==> config.mk <==
export PLATFORM = sky130hd
export DESIGN_NAME = lock_clear
export DESIGN_NICKNAME = d
export VERILOG_FILES = /design/src/rtl/lock_clear.sv
export SDC_FILE = /design/constraint.sdc
export NUM_CORES = 1
export LEC_CHECK = 0
export ABC_AREA = 1
export CORE_UTILIZATION = 30
export CTS_CLUSTER_SIZE = 25
export DETAILED_ROUTE_END_ITERATION = 7
export PLACE_DENSITY = 0.56
export SETUP_SLACK_MARGIN = 0.15
export SLEW_MARGIN = 20
export SYNTH_ARGS = -nofsm -noshare
export SYNTH_HDL_FRONTEND = slang
export SYNTH_HIERARCHICAL = 1
export SYNTH_SLANG_ARGS = --single-unit
==> constraint.sdc <==
create_clock -name clk -period 5.85 [get_ports clk]
set_input_delay 1.17 -clock clk [delete_from_list [all_inputs] [get_ports clk]]
set_output_delay 1.17 -clock clk [all_outputs]
set_load 0.02 [all_outputs]
==> src/rtl/lock_clear.sv <==
// lock_clear: locks a landed tetromino into board RAM, then collapses full rows.
// Define LOCK_CLEAR_TOTAL_EN to add the saturating total_lines output.

module lut (
    input  logic [2:0] block,
    input  logic [1:0] curr_rotation,
    output logic [7:0] coord_x,
    output logic [7:0] coord_y
);
    // cell k offsets sit in bits [2k+1:2k]
    always_comb begin
        coord_x = 8'h44;
        coord_y = 8'h50;
        case (block)
            3'd0: begin
                coord_x = curr_rotation[0] ? 8'h00 : 8'hE4;
                coord_y = curr_rotation[0] ? 8'hE4 : 8'h00;
            end
            3'd2: begin
                coord_x = curr_rotation[1] ? 8'h91 : 8'h64;
                coord_y = curr_rotation[1] ? 8'h54 : 8'h40;
            end
            3'd3: begin
                coord_x = 8'h49;
                coord_y = 8'h50;
            end
            3'd4: begin
                coord_x = 8'h94;
                coord_y = 8'h50;
            end
            3'd5: begin
                coord_x = 8'h90;
                coord_y = 8'h54;
            end
            3'd6: begin
                coord_x = 8'h92;
                coord_y = 8'h54;
            end
            default: ;
        endcase
    end
endmodule

module lock_clear #(
    parameter int BOARD_W = 10,
    parameter int BOARD_H = 24
) (
    input  logic       clk,
    input  logic       reset,
    input  logic       start,
    input  logic [4:0] X_anchor,
    input  logic [5:0] Y_anchor,
    input  logic [2:0] block,
    input  logic [1:0] curr_rotation,
    input  logic [5:0] colour,
    input  logic [5:0] ram_Q,
    output logic [7:0] ram_addr,
    output logic [5:0] ram_data,
    output logic       ram_wren,
    output logic       busy,
    output logic       complete,
    output logic [2:0] lines_cleared
`ifdef LOCK_CLEAR_TOTAL_EN
    ,
    output logic [9:0] total_lines
`endif
);

    typedef enum logic [2:0] {
        S_IDLE,
        S_WRITE,
        S_SCAN,
        S_SHIFT,
        S_CLEAR,
        S_DONE
    } state_t;

    localparam logic [4:0] LAST_ROW = 5'(BOARD_H - 1);
    localparam logic [3:0] LAST_COL = 4'(BOARD_W - 1);
    localparam logic [3:0] SCAN_END = 4'(BOARD_W);

    state_t     state, state_d;
    logic [4:0] xa;
    logic [5:0] ya;
    logic [2:0] blk;
    logic [1:0] rot;
    logic [5:0] col;
    logic [1:0] k;
    logic [4:0] r, s;
    logic [3:0] xc;
    logic       ph, full;
    logic [2:0] cnt, lc;
    logic [7:0] cx_all, cy_all;
    logic [1:0] cx, cy;
    logic [5:0] wx;
    logic [6:0] wy;
    logic       cell_ok, nz, row_full;

    lut u_lut (
        .block        (blk),
        .curr_rotation(rot),
        .coord_x      (cx_all),
        .coord_y      (cy_all)
    );

    // wide enough that off-board pieces cannot wrap before the range check
    function automatic logic [7:0] cell_addr(
        input logic [6:0] y,
        input logic [5:0] x
    );
        logic [9:0] a;
        a = 10'(y) * 10'(BOARD_W) + 10'(x);
        return a[7:0];
    endfunction

    assign cx       = cx_all[{k, 1'b0} +: 2];
    assign cy       = cy_all[{k, 1'b0} +: 2];
    assign wx       = {1'b0, xa} + {4'b0, cx};
    assign wy       = {1'b0, ya} + {5'b0, cy};
    assign cell_ok  = (wx < 6'(BOARD_W)) && (wy < 7'(BOARD_H));
    assign nz       = (ram_Q != '0);
    assign row_full = full && nz;

    assign busy          = (state != S_IDLE) && (state != S_DONE);
    assign complete      = (state == S_DONE);
    assign lines_cleared = complete ? cnt : lc;

    always_comb begin
        state_d  = state;
        ram_addr = '0;
        ram_data = '0;
        ram_wren = 1'b0;
        unique case (state)
            S_IDLE: begin
                if (start) state_d = S_WRITE;
            end
            S_WRITE: begin
                ram_addr = cell_addr(wy, wx);
                ram_data = col;
                ram_wren = cell_ok;
                if (k == 2'd3) state_d = S_SCAN;
            end
            S_SCAN: begin
                ram_addr = cell_addr({2'b0, r}, {2'b0, xc});
                if (xc == SCAN_END) begin
                    if (row_full)
                        state_d = (r == '0) ? S_CLEAR : S_SHIFT;
                    else if (r == '0)
                        state_d = S_DONE;
                end
            end
            S_SHIFT: begin
                if (ph) begin
                    ram_addr = cell_addr({2'b0, s}, {2'b0, xc});
                    ram_data = ram_Q;
                    ram_wren = 1'b1;
                    if (xc == LAST_COL && s == 5'd1) state_d = S_CLEAR;
                end else begin
                    ram_addr = cell_addr({2'b0, s - 5'd1}, {2'b0, xc});
                end
            end
            S_CLEAR: begin
                ram_addr = cell_addr(7'd0, {2'b0, xc});
                ram_wren = 1'b1;
                if (xc == LAST_COL) state_d = S_SCAN;
            end
            S_DONE: state_d = S_IDLE;
            default: state_d = S_IDLE;
        endcase
    end

    always_ff @(posedge clk) begin
        if (reset) state <= S_IDLE;
        else       state <= state_d;
    end

    always_ff @(posedge clk) begin
        if (reset) begin
            xa   <= '0;
            ya   <= '0;
            blk  <= '0;
            rot  <= '0;
            col  <= '0;
            k    <= '0;
            r    <= '0;
            s    <= '0;
            xc   <= '0;
            ph   <= 1'b0;
            full <= 1'b0;
            cnt  <= '0;
            lc   <= '0;
        end else begin
            unique case (state)
                S_IDLE: begin
                    if (start) begin
                        xa  <= X_anchor;
                        ya  <= Y_anchor;
                        blk <= block;
                        rot <= curr_rotation;
                        col <= colour;
                        k   <= '0;
                        cnt <= '0;
                    end
                end
                S_WRITE: begin
                    k  <= k + 2'd1;
                    r  <= LAST_ROW;
                    xc <= '0;
                end
                S_SCAN: begin
                    if (xc == SCAN_END) begin
                        xc <= '0;
                        ph <= 1'b0;
                        if (row_full) begin
                            if (cnt != 3'd4) cnt <= cnt + 3'd1;
                            s <= r;
                        end else if (r != '0) begin
                            r <= r - 5'd1;
                        end
                    end else begin
                        // data for column xc-1 arrives while xc is addressed
                        xc   <= xc + 4'd1;
                        full <= (xc == '0) || (full && nz);
                    end
                end
                S_SHIFT: begin
                    ph <= ~ph;
                    if (ph) begin
                        if (xc == LAST_COL) begin
                            xc <= '0;
                            s  <= s - 5'd1;
                        end else begin
                            xc <= xc + 4'd1;
                        end
                    end
                end
                S_CLEAR: xc <= (xc == LAST_COL) ? '0 : xc + 4'd1;
                S_DONE:  lc <= cnt;
                default: ;
            endcase
        end
    end

`ifdef LOCK_CLEAR_TOTAL_EN
    logic [10:0] total_sum;

    assign total_sum = {1'b0, total_lines} + {8'b0, cnt};

    always_ff @(posedge clk) begin
        if (reset)
            total_lines <= '0;
        else if (complete)
            total_lines <= total_sum[10] ? 10'h3FF : total_sum[9:0];
    end
`endif

endmodule

==> impl_metrics.tcl <==
set metrics [dict create \
    status "finished clean" \
    die_area_um2 14200 \
    p_clk_share_pct 17.1 \
    seqPwrFrac_pct 22.7 \
    pwr_density_cell_nw_per_um2 438 \
    clk-insertion-delay-late_ns 0.29 \
    hold_end "col[1]$_SDFFE_PP0P_" \
    seq_area_frac_synth_pct 23.9 \
    yosys.area_share.simple_pct 27.7 \
    period_share_pct 92.5 \
    cp-end-kind "primary output" \
    drc 0 \
    slew_headroom_pct 54.5 \
    cp_max_fo 6 \
    cts_buffer_depth 2 \
    synth_top_family_by_area "simple AND/OR/NAND/NOR gates" \
    globalRouteMet1Util_pct 20.7 \
    r2r-end "cnt[2]$_SDFFE_PP0P_" \
    comb_power_share_pct 60.2 \
    worst_pin_slew_ns 0.678 \
    timing.rr.start "state[2]$_SDFFE_PP0P_" \
    cap_viol_max_count 0 \
    port_buffers 50 \
    hold_violations 0 \
    critical_path.top_delay_family "adder cells" \
    vias 4032 \
    crit_path_frequent_cell "ha_1" \
    use_met2_pct 25.3 \
    crit_chain "nor2_4 > nand3_1 > o211ai_1 > o21ai_0 > o22ai_1 > ha_1 > fa_2 > nand3_2 > xor2_2 > inv_1 > ha_1 > fa_1 > ha_1 > a21oi_1 > nor2_1 > o22ai_1 > dlygate4sd2_1" \
    clkTransAtPathRegs_ns 0.07 \
    place_inst 826 \
    grt_pass1_wl_um 18000 \
    drt_wl_total_um 10400 \
    fp.dieH_um 119 \
    avgSynthCellArea_um2 6.70 \
    hold_path_class "reg -> reg" \
    fillers 1436 \
    synthAdderAreaFrac_pct 17.0 \
    crit_start "blk[2]$_SDFFE_PP0P_" \
    antennaDiodeCount 0 \
    p_leak_nw 2.35 \
    start_kind "register" \
    ys_ff_latch 49 \
    viasPerCell 4.83 \
    whs_ns 0.459 \
    overflow 0 \
    dr.pass1.iters 4 \
    cpPeakStageDelay_ns 0.48 \
    wire_per_inst_um 12.4 \
    ir_worst_vdd_mv 0.193 \
    synthMuxAreaShare_pct 0 \
    period_minus_slack_ns 5.41 \
    use_met3_pct 2.06 \
    crit_slowest_cell "fa_1" \
    min_from "col[1]$_SDFFE_PP0P_" \
    regArea_um2 985 \
    internal-power_mw 1.17 \
    required_ns 4.68 \
    antenna_found_initial 0 \
    finalSetupViolations 0 \
    criticalPathCategory "reg -> out" \
    drtAntennaViolNets 0 \
    syn_area_um2 4110 \
    layout-drive-gt1-share_pct 6.53 \
    clkSinkCount 49 \
    fin_setup_tns_ns 0 \
    dp_hpwl_um 8170 \
    fp.coreArea_um2 13300 \
    netSwitchingFraction_pct 46.5 \
    htreeDepth 2 \
    numCtsBuffers 5 \
    synth_compound_gate_area_share_pct 17.0 \
    die_w_um 119 \
    arrival_ns 4.24 \
    ys_types 38 \
    cts_tree "done" \
    track_usage_pct 15.3 \
    synthToLayoutAreaGrowth_pct 21.1 \
    syn-instance-count 614 \
    multi_input_area_um2 2750 \
    cts_hold_repair.buffers 0 \
    p_switching_mw 1.01 \
    nets 739 \
    rsz0062_at_grt "no" \
    rows 42 \
    top_usage_layer "met2" \
    ctsRootBufferMaster "clkbuf_16" \
    fmax_mhz 185 \
    r2r_slack_ns 3.71 \
    critical_path_buf_inv_count 2 \
    gp_congestion 0.887 \
    grt_max_degree 37 \
    grt_pass1_vias 3977 \
    pin_count 51 \
    synth-xor-area-share_pct 4.26 \
    drt-initial-drc-count 267 \
    slew_violations 0 \
    r2r_cells 10 \
    p_total_mw 2.18 \
    fin_cells 834 \
    start_util_pct 30.9 \
    clock-skew-final_ns 0.00501 \
    ys.warnings.count 6 \
    hold_path_depth 2 \
]
-- worst max path at each step --
stage	end	cells after the start
floorplan	ram_addr[6]	15
global placement	ram_addr[7]	17
detailed placement	ram_addr[7]	17
CTS	ram_addr[5]	17
global route	ram_addr[6]	19
finish	ram_addr[6]	17
-- cell usage after synthesis, drive strengths merged --
cell type | n | area, µm²
ha | 43 | 538
a211oi | 2 | 15.0
nand3 | 55 | 285
nor2 | 52 | 208
nor3b | 1 | 7.51
nor3 | 4 | 20.0
dfxtp | 49 | 981
buf | 7 | 50.0
nand3b | 1 | 7.51
a21oi | 59 | 295
nand4 | 9 | 56.3
clkinv | 3 | 12.5
conb | 1 | 3.75
o211ai | 4 | 30.0
fa | 8 | 160
xor2 | 15 | 131
o21ai | 52 | 264
o221ai | 2 | 17.5
clkbuf | 10 | 37.5
o22ai | 10 | 62.6
xnor2 | 5 | 43.8
nand2 | 127 | 497
or2 | 9 | 56.3
o21bai | 1 | 7.51
inv | 84 | 315
a32oi | 1 | 8.76
-- worst min-delay path, delay by kind of cell (launching register included) --
family | cells | cell delay [ns]
compound gates | 1 | 0.05
flops | 1 | 0.30
buf+inv | 1 | 0.06
-- metrics by stage --
step / utilization [%] / setup WS [ns] / instance area, µm²
CTS: 37.4 / 0.170 / 4970
global placement: 35.8 / 0.272 / 4760
global route: 37.4 / 0.164 / 4980
floorplan: - / 0.860 / 4120
finish: 37.4 / 0.441 / 4980
detailed placement: 35.8 / 0.117 / 4760
-- cell families after synthesis --
group / after synthesis
buffers and inverters: 104
xor gates and xnor gates: 20
AOI/OAI and AO/OA: 131
DFF: 49
adders and majority gates: 51
other: 1
and+or+nand+nor: 258
-- per-layer routing --
metal,vias to the layer above,wire [µm]
met2,83,4590
met3,12,423
met1,1826,5200
li1,2111,-
met5,-,0
met4,0,154
-- timing repair --
action,4_1_cts,5_1_grt
setup buffers,0,0
resized for setup,9,7
endpoints found under the setup margin,3,3
-- sequential cells by signal, summed over array words and instances, names as in the netlist, 2 cells and up --
register	cells
col	6
ya	6
r	5
s	5
xa	5
xc	4
blk	3
cnt	3
lc	3
state	3
k	2
rot	2
-- placed cells by master, fill, tap and decap left out, types with 3 or more instances in the layout --
cell type	synthesis	layout
nand2_1	121	121
conb_1	1	3
dfxtp_2	0	3
ha_1	43	43
o21ai_0	49	47
nor2_1	49	49
nand3_1	53	52
inv_2	3	3
inv_1	81	81
clkdlybuf4s50_1	0	47
dfxtp_1	49	46
o22ai_1	10	9
xnor2_1	5	5
xor2_1	15	14
clkbuf_16	0	5
o211ai_1	4	4
fa_1	8	7
o21ai_1	2	4
or2_2	9	9
clkinv_2	1	3
nor3_1	4	4
a21oi_1	59	59
nand2_2	5	5
nand3_2	2	3
nand4_1	9	9
-- final cells by class --
| class | instances | share of cell area (%) |
|---|---|---|
| multi-input combinational | 463 | 55.2 |
| inverter | 87 | 6.61 |
| sequential | 49 | 19.8 |
| tap | 176 | 4.42 |
| clock inverter | 3 | 1.31 |
| timing repair buffer | 51 | 10.1 |
| clock buffer | 5 | 2.51 |
-- power by group through the flow --
stage                     Combinational [mW]  Sequential [mW]  Clock (mW)
after floorplan                        0.965            0.472           0
after CTS                               1.32            0.494       0.385
after global routing                    1.51            0.508       0.398
after global placement                  1.29            0.496           0
final                                   1.31            0.495       0.372
after detailed placement                1.31            0.498           0
No activity file was read; power rests on OpenSTA's default activity.
